$ cat config.mk
export PLATFORM = sky130hd
export DESIGN_NAME = cla16_nibble_sequencer
export DESIGN_NICKNAME = d
export VERILOG_FILES = /design/src/rtl/cla16_nibble_sequencer_pkg.sv /design/src/rtl/cla16_nibble_sequencer_cla_slice.sv /design/src/rtl/cla16_nibble_sequencer.sv
export SDC_FILE = /design/constraint.sdc
export NUM_CORES = 1
export LEC_CHECK = 0
export BUFFER_PORTS_ARGS = -buffer_cell sky130_fd_sc_hd__buf_2
export CELL_PAD_IN_SITES_DETAIL_PLACEMENT = 0
export CELL_PAD_IN_SITES_GLOBAL_PLACEMENT = 1
export CORE_ASPECT_RATIO = 1.25
export CORE_MARGIN = 2
export CORE_UTILIZATION = 35
export CTS_BUF_LIST = sky130_fd_sc_hd__clkbuf_16
export DETAILED_ROUTE_END_ITERATION = 6
export PLACE_DENSITY = 0.64
export SYNTH_ARGS = -nofsm -noshare
export SYNTH_HDL_FRONTEND = slang
export SYNTH_HIERARCHICAL = 1
export SYNTH_SLANG_ARGS = --single-unit
$ cat constraint.sdc
create_clock -name CLK -period 10.3 [get_ports CLK]
set_input_delay 1.545 -clock CLK [delete_from_list [all_inputs] [get_ports CLK]]
set_output_delay 1.545 -clock CLK [all_outputs]
set_load 0.01 [all_outputs]
$ cat src/rtl/cla16_nibble_sequencer_pkg.sv
// Shared definitions for the nibble-serial 16-bit add/subtract unit.
//   - OP encodings presented on the OP port
//   - FSM state encodings
//   - NIBBLE_W: width of the single carry-lookahead slice
package cla16_nibble_sequencer_pkg;

  localparam int NIBBLE_W = 4;

  typedef enum logic [1:0] {
    OP_ADD = 2'b00,
    OP_SUB = 2'b01,
    OP_ADC = 2'b10,
    OP_SBB = 2'b11
  } op_e;

  typedef enum logic [1:0] {
    ST_IDLE = 2'b00,
    ST_RUN  = 2'b01,
    ST_DONE = 2'b10
  } state_e;

  // SUB and SBB are computed as A + ~B + carry-in.
  function automatic logic op_inverts_b(input op_e op);
    return (op == OP_SUB) || (op == OP_SBB);
  endfunction

endpackage

$ cat src/rtl/cla16_nibble_sequencer_cla_slice.sv
// Combinational 4-bit carry-lookahead adder slice.
// Ports:
//   a, b  in  4  addend nibbles
//   c0    in  1  carry into bit 0
//   sum   out 4  a + b + c0 (low 4 bits)
//   cout  out 1  carry out of bit 3
module cla16_nibble_sequencer_cla_slice
  import cla16_nibble_sequencer_pkg::*;
(
  input  logic [NIBBLE_W-1:0] a,
  input  logic [NIBBLE_W-1:0] b,
  input  logic                c0,
  output logic [NIBBLE_W-1:0] sum,
  output logic                cout
);

  logic [NIBBLE_W-1:0] g;
  logic [NIBBLE_W-1:0] p;
  logic [NIBBLE_W-1:0] c;   // c[i] is the carry into bit i

  assign g = a & b;
  assign p = a ^ b;

  // Flattened lookahead terms: every carry depends only on g, p and c0.
  assign c[0] = c0;
  assign c[1] = g[0] | (p[0] & c0);
  assign c[2] = g[1] | (p[1] & g[0]) | (p[1] & p[0] & c0);
  assign c[3] = g[2] | (p[2] & g[1]) | (p[2] & p[1] & g[0])
              | (p[2] & p[1] & p[0] & c0);
  assign cout = g[3] | (p[3] & g[2]) | (p[3] & p[2] & g[1])
              | (p[3] & p[2] & p[1] & g[0])
              | (p[3] & p[2] & p[1] & p[0] & c0);

  generate
    for (genvar gi = 0; gi < NIBBLE_W; gi++) begin : g_sum
      assign sum[gi] = p[gi] ^ c[gi];
    end
  endgenerate

endmodule

$ cat src/rtl/cla16_nibble_sequencer.sv
// Multi-cycle add/subtract unit: one 4-bit CLA slice processes one nibble
// per clock, LSB nibble first, with the inter-nibble carry registered.
// Ports:
//   CLK, RESET_N          clock, asynchronous active-low reset
//   IN_VALID / IN_READY   operand handshake (ready only in IDLE)
//   OP, A, B, CIN         operation, operands, carry-in for ADC/SBB
//   OUT_VALID / OUT_READY result handshake (valid only in DONE)
//   RESULT, COUT, OVERFLOW, ZERO  result and flags, held while OUT_VALID
// WIDTH must be a multiple of 4.
module cla16_nibble_sequencer
  import cla16_nibble_sequencer_pkg::*;
#(
  parameter int WIDTH = 16
) (
  input  logic             CLK,
  input  logic             RESET_N,
  input  logic             IN_VALID,
  output logic             IN_READY,
  input  logic [1:0]       OP,
  input  logic [WIDTH-1:0] A,
  input  logic [WIDTH-1:0] B,
  input  logic             CIN,
  output logic             OUT_VALID,
  input  logic             OUT_READY,
  output logic [WIDTH-1:0] RESULT,
  output logic             COUT,
  output logic             OVERFLOW,
  output logic             ZERO
);

  localparam int NIB   = WIDTH / NIBBLE_W;
  localparam int IDX_W = (NIB > 1) ? $clog2(NIB) : 1;
  localparam logic [IDX_W-1:0] IDX_LAST = IDX_W'(NIB - 1);

  state_e             state_reg, state_next;
  logic [IDX_W-1:0]   idx_reg, idx_next;
  logic [WIDTH-1:0]   opa_reg, opa_next;
  logic [WIDTH-1:0]   beff_reg, beff_next;
  logic               carry_reg, carry_next;
  logic [WIDTH-1:0]   result_reg, result_next;
  logic               cout_reg, cout_next;
  logic               ovf_reg, ovf_next;
  logic               zero_reg, zero_next;
  logic               out_valid_reg, out_valid_next;

  logic [NIBBLE_W-1:0] slice_sum;
  logic                slice_cout;
  logic [WIDTH-1:0]    result_upd;

  cla16_nibble_sequencer_cla_slice u_cla_slice (
    .a    (opa_reg[idx_reg*NIBBLE_W +: NIBBLE_W]),
    .b    (beff_reg[idx_reg*NIBBLE_W +: NIBBLE_W]),
    .c0   (carry_reg),
    .sum  (slice_sum),
    .cout (slice_cout)
  );

  // Result with the current nibble replaced; on the last RUN edge this is
  // the complete answer the flags are derived from.
  always_comb begin
    result_upd = result_reg;
    result_upd[idx_reg*NIBBLE_W +: NIBBLE_W] = slice_sum;
  end

  always_ff @(posedge CLK or negedge RESET_N) begin
    if (!RESET_N) begin
      state_reg     <= ST_IDLE;
      idx_reg       <= '0;
      opa_reg       <= '0;
      beff_reg      <= '0;
      carry_reg     <= 1'b0;
      result_reg    <= '0;
      cout_reg      <= 1'b0;
      ovf_reg       <= 1'b0;
      zero_reg      <= 1'b0;
      out_valid_reg <= 1'b0;
    end else begin
      state_reg     <= state_next;
      idx_reg       <= idx_next;
      opa_reg       <= opa_next;
      beff_reg      <= beff_next;
      carry_reg     <= carry_next;
      result_reg    <= result_next;
      cout_reg      <= cout_next;
      ovf_reg       <= ovf_next;
      zero_reg      <= zero_next;
      out_valid_reg <= out_valid_next;
    end
  end

  always_comb begin
    state_next     = state_reg;
    idx_next       = idx_reg;
    opa_next       = opa_reg;
    beff_next      = beff_reg;
    carry_next     = carry_reg;
    result_next    = result_reg;
    cout_next      = cout_reg;
    ovf_next       = ovf_reg;
    zero_next      = zero_reg;
    out_valid_next = out_valid_reg;
    IN_READY       = 1'b0;

    case (state_reg)
      ST_IDLE: begin
        IN_READY = 1'b1;
        idx_next = '0;
        if (IN_VALID) begin
          opa_next  = A;
          beff_next = op_inverts_b(op_e'(OP)) ? ~B : B;
          case (op_e'(OP))
            OP_ADD:  carry_next = 1'b0;
            OP_SUB:  carry_next = 1'b1;
            default: carry_next = CIN;   // ADC and SBB
          endcase
          state_next = ST_RUN;
        end
      end

      ST_RUN: begin
        result_next = result_upd;
        carry_next  = slice_cout;
        idx_next    = idx_reg + IDX_W'(1);
        if (idx_reg == IDX_LAST) begin
          idx_next       = '0;
          cout_next      = slice_cout;
          // Same-sign inputs producing a differently signed result.
          ovf_next       = (opa_reg[WIDTH-1] ~^ beff_reg[WIDTH-1])
                         & (result_upd[WIDTH-1] ^ opa_reg[WIDTH-1]);
          zero_next      = (result_upd == '0);
          out_valid_next = 1'b1;
          state_next     = ST_DONE;
        end
      end

      ST_DONE: begin
        if (OUT_READY) begin
          out_valid_next = 1'b0;
          state_next     = ST_IDLE;
        end
      end

      default: begin
        state_next     = ST_IDLE;
        out_valid_next = 1'b0;
        idx_next       = '0;
      end
    endcase
  end

  assign OUT_VALID = out_valid_reg;
  assign RESULT    = result_reg;
  assign COUT      = cout_reg;
  assign OVERFLOW  = ovf_reg;
  assign ZERO      = zero_reg;

endmodule

# Yosys cells after proc, flatten, opt, wreduce, memory -nomap -nowiden
# Index checks and enable logic that the tools add are counted.
# word_totals
ff_bits,57
inputBits,39
word_cells,86
# op_classes
addsub,2
eq_ne,8
shift,4
n_mux,15
bitwise,37
n_reduce_logical,10
# op_table
op,n
4-bit negator with 34-bit output,1
"4-bit by 34-bit variable shift with 16-bit output, first input constant",1
4-bit by 34-bit variable part select with 16-bit output,1
16-bit by 5-bit variable part select with 4-bit output,2
1-bit AND,17
16-bit bitwise mux,1
16-bit zero test,1
16-bit two-way mux,1
16-bit NOT,1
1-bit bitwise OR,10
2-bit two-way mux,4
"2-bit equality test, second input constant",3
"2-bit != test, second input constant",3
2-bit case mux with 3 select lines,1
2-bit AND reduction,3
3-bit AND reduction,2
1-bit bitwise XOR,5
4-bit AND,1
"2-bit by 1-bit equality test with 1-bit output, second input constant",2
2-bit zero test,2
1-bit two-way mux,4
1-bit case mux with 2 select lines,2
2-bit case mux with 2 select lines,1
4-bit bitwise XOR,1
6 further kinds,6

# Logic depth before layout (Yosys ltp)
# logic_depth
depth_word,11
depth_mapped,12

# Cells and area by module
# The synthesis kept the hierarchy.
# modules_own_cells
mod,n_inst,cells_per_inst,area_each_um2
cla16_nibble_sequencer,1,238,2778.9
cla16_nibble_sequencer_cla_slice,1,20,170.2

# Least setup slack after synthesis
# OpenSTA, ideal clock, no wires.
# synth_path
kind,reg2reg
from,reg idx_reg[0]
to,reg zero_reg (netlist: ZERO)
setup_ns,0.103
t_arrival_ns,3.354
path_slack_ns,6.842
path_stages_with_launch,13
synth_period_minus_slack_ns,3.458
cell_sequence,dfrtp_1 -> clkbuf_8 -> buf_2 -> mux4_2 -> ha_1 -> a21oi_1 -> o21ai_2 -> xor2_1 -> buf_6 -> o21a_1 -> o211a_1 -> or4_4 -> o41ai_2
# synth_between
elab_chain_len,10
elab_cells_between_ends,30
# synth_lines
item,line_no,rtl
start: declaration,cla16_nibble_sequencer.sv:36,"logic [IDX_W-1:0] idx_reg, idx_next;"
start signal: assignment,cla16_nibble_sequencer.sv:79,idx_reg <= idx_next;
"16-bit by 5-bit variable part select with 4-bit output, on equally long branches","cla16_nibble_sequencer.sv:51, cla16_nibble_sequencer.sv:52",
4-bit bitwise XOR / 4-bit AND (equally long branches),"cla16_nibble_sequencer_cla_slice.sv:22, cla16_nibble_sequencer_cla_slice.sv:21",
"1-bit AND, on equally long branches","cla16_nibble_sequencer_cla_slice.sv:28, cla16_nibble_sequencer_cla_slice.sv:29",
"1-bit bitwise OR, or another cell as far along",cla16_nibble_sequencer_cla_slice.sv:28,assign c[3] = g[2] | (p[2] & g[1]) | (p[2] & p[1] & g[0])
1-bit bitwise OR / 1-bit AND (equally long branches),"cla16_nibble_sequencer_cla_slice.sv:28, cla16_nibble_sequencer_cla_slice.sv:29",
1-bit bitwise OR,cla16_nibble_sequencer_cla_slice.sv:29,| (p[2] & p[1] & p[0] & c0);
1-bit bitwise XOR *,cla16_nibble_sequencer_cla_slice.sv:36,assign sum[gi] = p[gi] ^ c[gi];
via slice_sum[3],cla16_nibble_sequencer.sv:46,logic [NIBBLE_W-1:0] slice_sum;
4-bit by 34-bit variable part select with 16-bit output *,cla16_nibble_sequencer.sv:62,result_upd[idx_reg*NIBBLE_W +: NIBBLE_W] = slice_sum;
16-bit bitwise mux *,cla16_nibble_sequencer.sv:62,
16-bit zero test *,cla16_nibble_sequencer.sv:130,zero_next = (result_upd == '0);
end signal: assignment,cla16_nibble_sequencer.sv:86,zero_reg <= zero_next;
end: declaration,cla16_nibble_sequencer.sv:43,"logic zero_reg, zero_next;"
# The timed path passes the listed nets; every way through them passes the cells marked *.
# A chain may end at the register's enable or synchronous reset.

# Worst setup path in the final report
# Ends and elaborated chain as after synthesis.

==> impl_metrics.env <==
export IMPL_fin_util_pct=43.4
export IMPL_cts_inserted_buffers=9
export IMPL_grt_max_degree=58
export IMPL_min_delay_start="OVERFLOW"
export IMPL_ctsLongestPathBuffers=2
export IMPL_place_congestion=0.908
export IMPL_min_delay_path_depth=2
export IMPL_detailedRoute_firstIterationViolations=93
export IMPL_worst_r2r_startpoint="idx_reg[0]"
export IMPL_io_pins=60
export IMPL_layout_worst_path_cycle_share_pct=37.0
export IMPL_post_place_cells=402
export IMPL_cts_hold_fix_buffers=0
export IMPL_critical_path_max_fanout=19
export IMPL_area_delta_synth_final_pct=20.6
export IMPL_postSynthRegisterBits=57
export IMPL_netlist_top_cells_area="sky130_fd_sc_hd__dfrtp_1, sky130_fd_sc_hd__mux2_2, sky130_fd_sc_hd__mux4_2"
export IMPL_run_status="completed"
export IMPL_buffer_ports_inserted=59
export IMPL_synth_area_leader_cell="sky130_fd_sc_hd__dfrtp_1"
export IMPL_grt_pass1_wl_um=10500
export IMPL_clockRootBuffer="sky130_fd_sc_hd__clkbuf_16"
export IMPL_final_setup_worst_slack_ns=6.49
export IMPL_fin_cells=418
export IMPL_post_synth_cell_area_avg_um2=11.4
export IMPL_endpoint_kind="register"
export IMPL_rsz0062_at_grt="no"
export IMPL_floorplan_initialDensity_pct=36.0
export IMPL_achievable_frequency_ghz=0.262
export IMPL_post_dp_hpwl_um=4500
export IMPL_worst_r2r_endpoint="ZERO"
export IMPL_cts_sinks=57
export IMPL_finClkSkew_ns=0.00693
export IMPL_max_slew_margin_pct=40.7
export IMPL_cts_setup_buffers=0
export IMPL_final_max_slew_viol_count=0
export IMPL_final_hold_viol_count=0
export IMPL_synth_top_cell_area_share_pct=48.4
export IMPL_clock_latency_on_the_worst_skew_pair_ns=0.33
export IMPL_synth_seq_area_share_pct=48.4
export IMPL_post_route_min_period_ns=3.81
export IMPL_crit_path_start="idx_reg[0]"
export IMPL_drc=0
export IMPL_grt_antenna_before_repair=0
export IMPL_place_worst_setup_slack_ns=6.48
export IMPL_cell_count_after_synthesis=258
export IMPL_reg2reg_setup_slack_ns=6.49
export IMPL_route_detailed_wl_per_inst_um=15.3
export IMPL_core_area_um2=8190
export IMPL_critPathLaunchType="register"
export IMPL_drive_gt1_share_pct=33.0
export IMPL_max_cap_violations=0
export IMPL_yosysWarningCount=6
export IMPL_die_area_um2=9180
export IMPL_dieHeight_um=107
export IMPL_global_route_overflow_total=0
export IMPL_n_fill_cell=780
export IMPL_drt_pass1_iterations=4
export IMPL_timing_critical_path_required_ns=10.52
export IMPL_cts_max_level=3
export IMPL_grt_total_usage_pct=15.2
export IMPL_detailroute_via_count=2096
export IMPL_viasPerCell=5.01
export IMPL_post_synth_instance_area_um2=2950
export IMPL_first_global_vias=2092
export IMPL_final_antenna_violating_net_count=0
export IMPL_cp_data_arrival_time_ns=4.03
export IMPL_chipWidth_um=86.1
export IMPL_fin_hold_ws_ns=0.490
export IMPL_power_leakage_nw=1.63
export IMPL_post_cts_resized_instances=0
export IMPL_rr_worst_depth=9
export IMPL_layout_nets=367
export IMPL_antenna_diode_count=0
export IMPL_criticalPathCategory="reg2reg"
export IMPL_worst_hold_path_endpoint="OVERFLOW"
export IMPL_cellPowerDensity_nw_per_um2=369
export IMPL_placement_rows=37
export IMPL_vdd_ir_drop_max_mv=0.120
export IMPL_cts_tree="built"
export IMPL_routed_wl_um=6380
export IMPL_setup_tns_final_ns=0
export IMPL_syn_num_nets=309
export IMPL_clk_pin_slew_worst_paths_ns=0.05
export IMPL_setup_viol=0
export IMPL_worstMarginPinSlew_ns=0.890
export IMPL_yosys_cell_types_count=41
export IMPL_holdCritPathClass="reg2reg"
[synthesized netlist by cell type (all sizes together)]
library cell and instances:
dfrtp 57, nor2 23, a21oi 20, nand2 20
mux2 18, xnor2 18, a22o 13, ha 11
o21ai 9, buf 8, inv 8, mux4 8
clkbuf 6, nand2b 4, nor3 4, nor4 4
mux2i 3, a21o 2, a32oi 2, nand3 2
nor2b 2, nor3b 2, o22ai 2, and2 1
and2b 1, fa 1, o211a 1, o211ai 1
o21a 1, o21bai 1, o31ai 1, o41ai 1
or3 1, or4 1, xor2 1
[final cells by class]
| class | count | area [µm²] | share of cell area (%) |
|---|---|---|---|
| clock buffers | 9 | 225 | 6.33 |
| inverters | 8 | 30.0 | 0.844 |
| clock inverters | 7 | 28.8 | 0.809 |
| multi-input cells | 179 | 1410 | 39.8 |
| repair buffers | 61 | 310 | 8.73 |
| flip-flops and latches | 57 | 1430 | 40.1 |
| well taps | 97 | 121 | 3.41 |
[layer usage]
metal	wire, µm	GRT usage [%]	vias up	share of wire [%]
met5	0	0	-	0
met1	2990	19.8	993	47
met3	266	3.70	8	4.2
met4	124	8.16	0	1.9
met2	3000	23.3	60	47
li1	-	-	1035	-
[through the flow]
stage                     area, µm²  total power [mW]
final                          3560              1.31
after global routing           3560              1.42
after CTS                      3560              1.33
after detailed placement       3300              1.07
after global placement         3300              1.06
after floorplan                2950             0.922
[power by group]
| group | switching, mW | leakage [nW] | internal (mW) |
|---|---|---|---|
| combinational | 0.368 | 0.809 | 0.282 |
| sequential | 0.0863 | 0.693 | 0.324 |
| clock | 0.0945 | 0.130 | 0.157 |
[logic make-up (layout without fill, tap and decap cells)]
logic type / Yosys count / in the layout / share of synthesized area (%)
muxes: 29 / 29 / 14.0
adders and majority gates: 12 / 12 / 5.35
buffers and inverters: 22 / 85 / 3.86
DFF: 57 / 57 / 48.4
and+or+nand+nor: 65 / 65 / 10.2
xor gates and xnor gates: 19 / 19 / 5.64
AOI/OAI and AO/OA: 54 / 54 / 12.6
[how the worst max path moves through the flow]
stage / end / slack [ns] / cells past startpoint
5_1_grt: ZERO / 6.29 / 9
3_3_place_gp: ZERO / 6.59 / 9
4_1_cts: ZERO / 6.43 / 9
3_5_place_dp: ZERO / 6.48 / 9
6_report: ZERO / 6.49 / 9
2_1_floorplan: ZERO / 6.84 / 12
[cells in the final DEF (no fill, tap or decap), types with 2 or more instances in the layout]
cell	instances
sky130_fd_sc_hd__a21oi_1	19
sky130_fd_sc_hd__nand3_1	2
sky130_fd_sc_hd__clkinv_2	2
sky130_fd_sc_hd__a32oi_1	2
sky130_fd_sc_hd__mux2_2	18
sky130_fd_sc_hd__mux2i_1	3
sky130_fd_sc_hd__a21o_1	2
sky130_fd_sc_hd__o22ai_1	2
sky130_fd_sc_hd__ha_1	11
sky130_fd_sc_hd__o21ai_0	8
sky130_fd_sc_hd__buf_4	2
sky130_fd_sc_hd__xnor2_1	18
sky130_fd_sc_hd__inv_1	9
sky130_fd_sc_hd__dfrtp_1	57
sky130_fd_sc_hd__nor4_1	4
sky130_fd_sc_hd__nor3_1	4
sky130_fd_sc_hd__a22o_2	3
sky130_fd_sc_hd__clkinv_1	4
sky130_fd_sc_hd__nor2b_1	2
sky130_fd_sc_hd__clkbuf_16	9
sky130_fd_sc_hd__a22o_1	10
sky130_fd_sc_hd__nand2_1	20
sky130_fd_sc_hd__buf_2	59
sky130_fd_sc_hd__mux4_2	8
sky130_fd_sc_hd__nor2_1	23
sky130_fd_sc_hd__nand2b_1	4
[worst max-delay path, stage by stage (launching register included)]
cell,delay [ns]
sky130_fd_sc_hd__dfrtp_1,0.92
sky130_fd_sc_hd__mux4_2,0.63
sky130_fd_sc_hd__ha_1,0.33
sky130_fd_sc_hd__a21oi_1,0.18
sky130_fd_sc_hd__o21ai_2,0.10
sky130_fd_sc_hd__xor2_1,0.25
sky130_fd_sc_hd__o21a_1,0.24
sky130_fd_sc_hd__o211a_1,0.19
sky130_fd_sc_hd__or4_4,0.53
sky130_fd_sc_hd__o41ai_2,0.33
Note: power is estimated with default switching activity, not from simulation.
